[src/rtl/ram_arbiter.sv]
// Four-way SDRAM port arbiter: fixed priority dma > tape > fdd > cpu with a CPU
// anti-starvation override, ISSUE/WAIT/DONE sequencing, timeout and one-cycle ack.
module ram_arbiter #(
    parameter int AW           = 25,
    parameter int STARVE_LIMIT = 4,
    parameter int TIMEOUT      = 255
) (
    input  logic          clk_sys,
    input  logic          reset,

    input  logic          dma_req,
    input  logic [AW-1:0] dma_addr,
    input  logic [7:0]    dma_din,

    input  logic          tape_req,
    input  logic [AW-1:0] tape_addr,

    input  logic          fdd_req,
    input  logic [AW-1:0] fdd_addr,

    input  logic          cpu_req,
    input  logic          cpu_we,
    input  logic [AW-1:0] cpu_addr,
    input  logic [7:0]    cpu_din,

    output logic [3:0]    ack,
    output logic [7:0]    rd_data,
    output logic          err,
    output logic          cpu_wait,

    output logic [AW-1:0] mem_addr,
    output logic [7:0]    mem_din,
    output logic          mem_rd,
    output logic          mem_we,
    input  logic [7:0]    mem_dout,
    input  logic          mem_ready
);

    localparam int         SW    = $clog2(STARVE_LIMIT + 1);
    localparam logic [SW-1:0] SLIM  = SW'(STARVE_LIMIT);
    localparam logic [7:0]    TLAST = 8'(TIMEOUT - 1);

    localparam logic [1:0] ID_DMA  = 2'd0;
    localparam logic [1:0] ID_TAPE = 2'd1;
    localparam logic [1:0] ID_FDD  = 2'd2;
    localparam logic [1:0] ID_CPU  = 2'd3;

    typedef enum logic [1:0] {
        IDLE,
        ISSUE,
        WAIT,
        DONE
    } state_t;

    state_t        state;
    logic [1:0]    grant;
    logic          grant_we;
    logic [7:0]    tcnt;
    logic [SW-1:0] starve_cnt;

    logic          win_valid;
    logic [1:0]    win_id;
    logic [AW-1:0] win_addr;
    logic [7:0]    win_din;
    logic          win_we;

    always_comb begin
        win_valid = dma_req | tape_req | fdd_req | cpu_req;
        win_id    = ID_CPU;
        win_addr  = cpu_addr;
        win_din   = cpu_din;
        win_we    = cpu_we;
        if (cpu_req && starve_cnt == SLIM) begin
            win_id = ID_CPU;
        end else if (dma_req) begin
            win_id   = ID_DMA;
            win_addr = dma_addr;
            win_din  = dma_din;
            win_we   = 1'b1;
        end else if (tape_req) begin
            win_id   = ID_TAPE;
            win_addr = tape_addr;
            win_din  = '0;
            win_we   = 1'b0;
        end else if (fdd_req) begin
            win_id   = ID_FDD;
            win_addr = fdd_addr;
            win_din  = '0;
            win_we   = 1'b0;
        end
    end

    assign cpu_wait = cpu_req & ~ack[3];

    // Strobes and ack are registered, so each is loaded on the transition into
    // the state where it must be visible (ISSUE for strobes, DONE for ack).
    always_ff @(posedge clk_sys) begin
        if (reset) begin
            state      <= IDLE;
            grant      <= '0;
            grant_we   <= 1'b0;
            tcnt       <= '0;
            starve_cnt <= '0;
            ack        <= '0;
            rd_data    <= '0;
            err        <= 1'b0;
            mem_addr   <= '0;
            mem_din    <= '0;
            mem_rd     <= 1'b0;
            mem_we     <= 1'b0;
        end else begin
            ack    <= '0;
            err    <= 1'b0;
            mem_rd <= 1'b0;
            mem_we <= 1'b0;
            if (!cpu_req)
                starve_cnt <= '0;

            case (state)
                IDLE: begin
                    if (win_valid && mem_ready) begin
                        grant    <= win_id;
                        grant_we <= win_we;
                        mem_addr <= win_addr;
                        mem_din  <= win_din;
                        mem_we   <= win_we;
                        mem_rd   <= ~win_we;
                        state    <= ISSUE;
                        if (win_id == ID_CPU)
                            starve_cnt <= '0;
                        else if (cpu_req && starve_cnt != SLIM)
                            starve_cnt <= starve_cnt + 1'b1;
                    end
                end

                ISSUE: begin
                    tcnt  <= '0;
                    state <= WAIT;
                end

                WAIT: begin
                    // tcnt==0 marks the first WAIT cycle, where mem_ready is stale
                    if (tcnt != 8'd0 && mem_ready) begin
                        ack[grant] <= 1'b1;
                        rd_data    <= grant_we ? 8'hFF : mem_dout;
                        state      <= DONE;
                    end else if (tcnt == TLAST) begin
                        ack[grant] <= 1'b1;
                        rd_data    <= 8'hFF;
                        err        <= 1'b1;
                        state      <= DONE;
                    end else begin
                        tcnt <= tcnt + 8'd1;
                    end
                end

                DONE: begin
                    state <= IDLE;
                end

                default: state <= IDLE;
            endcase
        end
    end

endmodule
[config.mk]
export PLATFORM = sky130hd
export DESIGN_NAME = ram_arbiter
export DESIGN_NICKNAME = d
export VERILOG_FILES = /design/src/rtl/ram_arbiter.sv
export SDC_FILE = /design/constraint.sdc
export NUM_CORES = 1
export LEC_CHECK = 0
export BUFFER_PORTS_ARGS = -buffer_cell sky130_fd_sc_hd__clkbuf_2
export CORE_MARGIN = 10
export CORE_UTILIZATION = 48
export DETAILED_ROUTE_END_ITERATION = 16
export PLACE_DENSITY = 0.86
export SETUP_SLACK_MARGIN = 0.02
export SYNTH_ARGS = -nofsm -noshare
export SYNTH_HDL_FRONTEND = slang
export SYNTH_SLANG_ARGS = --single-unit
[constraint.sdc]
create_clock -name clk_sys -period 4.8 [get_ports clk_sys]
set_clock_uncertainty 0.1 [all_clocks]
set_input_delay 0.96 -clock clk_sys [delete_from_list [all_inputs] [get_ports clk_sys]]
set_output_delay 0.96 -clock clk_sys [all_outputs]
set_load 0.01 [all_outputs]
==> results.yml <==
clock_network:
  cts_hold_buf: 0
  cts_buffer_depth: 2
  htree_levels: 3
  clkLatencyLatePin_ps: 340
  cts_tree: "done"
  cts.sinks: 64
  cts-resized-gates: 0
  cts_setup_buffers: 0
  cts-root-buf: "clkbuf_8"
  clk_pin_slew_worst_paths_ps: 70
  cts_buffers: 9
yosys:
  netlist.area_leader.share: 0.397
  async_reset_ff_frac: 0
  ys.flop_type: "dfxtp_1"
  syn_nets: 552
  synthCells: 411
  yosysUniqueCellTypes: 37
  yosys_warnings: 0
  synth-edff-count: 0
  synth.ff_latch_count: 64
  synth_area_leaders: "dfxtp_1 (40%), a221oi_1 (9.2%), nor2_1 (6.9%)"
  ys_seq_area_frac: 0.397
  yosysTopAreaCell: "dfxtp_1"
  syn_area_um2: 3230
  synth_area_per_cell_um2: 7.85
placed_design:
  dp_slack_ps: 1340
  gp_congestion: 0.893
  hpwl_um: 8970
  io_buffers: 180
timing:
  rsz0062_at_grt: "no"
  fmax_mhz: 321
  finalMaxSlewViolations: 0
  worst_slew_pin_slew_ps: 1210
  slew_headroom: 0.191
  worst_slack_ps: 1690
  setup_viol: 0
  tns_ps: 0
  fin_crit_ps: 3110
  finalCritPeriodShare: 0.648
  finalHoldViolations: 0
floorplanning:
  placement_rows: 29
  num_io_pins: 181
  core-area_um2: 6420
  initial_core_util: 0.502
  die_x_um: 102
  die_h_um: 102
  dieArea_um2: 10400
worst_setup_path:
  worstPathRequired_ps: 4960
  worstPathArrival_ps: 3270
  crit_type: "in2reg"
  critPathLaunchType: "primary input"
  worstRegToRegCells: 7
  critPathBufInv: 1
  critical_path.max_fanout: 37
  cp_cell_sequence: "clkbuf_2 -> o41ai_1 -> or2_2 -> a221oi_1 -> nor3_1"
  worstSetupEndpointType: "flip-flop"
  cpMaxStageDelayCell: "o41ai_1"
  cp_top_family: "compound AO/OA/AOI/OAI gates"
  max_stage_delay_ps: 830
  crit_cells: 5
final_layout:
  seq_area_um2: 1280
  syn_to_final_growth_pct: 34.2
  drive_gt1_frac: 0.359
  multi_input_area_um2: 1780
  final_common_cell: "clkbuf_2"
  final_nets: 708
  nFillCells: 559
  layout_common_cells: "clkbuf_2 (180), dfxtp_1 (64), nor2_1 (58)"
  num_antenna_cells: 0
routing:
  final_antenna_net_count: 0
  routed_via_density: 5.79
  drt_wl_total_um: 12000
  vias: 3749
  drc: 0
  drt_iter0_markers: 200
  firstDrtPassIters: 5
  wl_per_cell_um: 18.4
power_and_ir_drop:
  power.density_nw_per_um2: 403
  p_leak_nw: 1.98
  vdd.ir_drop.worst_uv: 188
global_routing:
  overflow: 0
  grt_pass1_vias: 3969
  grt_pass1_wl_um: 18900
  antenna_found_initial: 0
  grt_max_degree: 58
  grt_use_total: 0.225
run_status:
  outcome: "complete, no violations"
flow_run:
  maxCapViolations: 0
hold_path:
  min_delay_path_depth: 1
  hp-class: "reg2reg"
-- sequential cells by signal, indices dropped and copies added, names as in the netlist --
name        flops
mem_addr       25
mem_din         8
rd_data         8
tcnt            8
ack             4
starve_cnt      3
grant           2
state           2
err             1
grant_we        1
mem_rd          1
mem_we          1
-- metal layers --
metal	vias to the layer above	track usage	share of wire	routed length (µm)
met5	-	0	0	0
met4	0	0.112	0.037	448
met3	36	0.0958	0.10	1220
met2	195	0.372	0.48	5720
met1	1700	0.244	0.38	4560
li1	1818	-	-	-
-- worst register-to-register path, stage by stage, from the launching register on --
cell and delay [ps]:
dfxtp_1 360, inv_1 100, ha_1 150, or4b_4 490
o41ai_4 370, nand4_1 270, or4_1 520, o21ai_0 80
-- kinds of logic after synthesis --
family | count (synthesis) | synth area share
fa+ha+maj | 9 | 0.0349
simple gates | 173 | 0.251
flops | 64 | 0.397
mux | 1 | 0.00310
compound gates | 117 | 0.259
buf+inv | 47 | 0.0547
-- metrics by stage --
stage	util	area, µm²	hold slack, ps	power, mW	std cells
2_1_floorplan	-	3230	331	1.02	411
3_3_place_gp	0.640	4110	348	1.21	633
3_5_place_dp	0.640	4110	360	1.23	633
4_1_cts	0.674	4330	373	1.75	648
5_1_grt	0.674	4330	407	1.85	648
6_report	0.674	4330	369	1.75	648
-- synth_stat cells, types with 2 or more instances --
| master | count |
|---|---|
| dfxtp_1 | 64 |
| nor2_1 | 59 |
| nor3_1 | 44 |
| clkbuf_1 | 36 |
| nand2_1 | 36 |
| a221oi_1 | 34 |
| o21ai_0 | 32 |
| a22oi_1 | 25 |
| inv_1 | 10 |
| ha_1 | 9 |
| a21oi_1 | 7 |
| nand3_1 | 6 |
| nand4_1 | 4 |
| o21ai_1 | 4 |
| a31oi_1 | 3 |
| nand2b_1 | 3 |
| nor2b_1 | 3 |
| nor3b_1 | 3 |
| o211ai_1 | 3 |
| or2_2 | 3 |
| or3_1 | 3 |
| or4_1 | 3 |
| a211oi_1 | 2 |
| and3_1 | 2 |
-- report_power, final --
group | total [mW] | internal [mW] | switching, mW
Combinational | 0.547 | 0.222 | 0.326
Sequential | 0.674 | 0.621 | 0.0534
Clock | 0.524 | 0.317 | 0.206
-- area by class of cell --
type | instances | share of cell area
clock buffer | 12 | 0.0358
clock inverter | 3 | 0.0150
inverter | 10 | 0.00867
multi-input combinational | 300 | 0.411
sequential | 64 | 0.296
tap | 77 | 0.0222
timing repair buffer | 182 | 0.211
-- final timing paths --
kind                          from                         to  slack (ps)
min reg2reg  grant[1]$_SDFFE_PP0P_          ack[1]$_SDFF_PP0_         370
max                       tape_req  mem_addr[22]$_SDFFE_PP0P_        1690
max reg2reg   tcnt[0]$_SDFFE_PP0P_       tcnt[6]$_SDFFE_PP0P_        2310
min          grant[1]$_SDFFE_PP0P_          ack[1]$_SDFF_PP0_         370
Power figures use the tool's default switching activity.
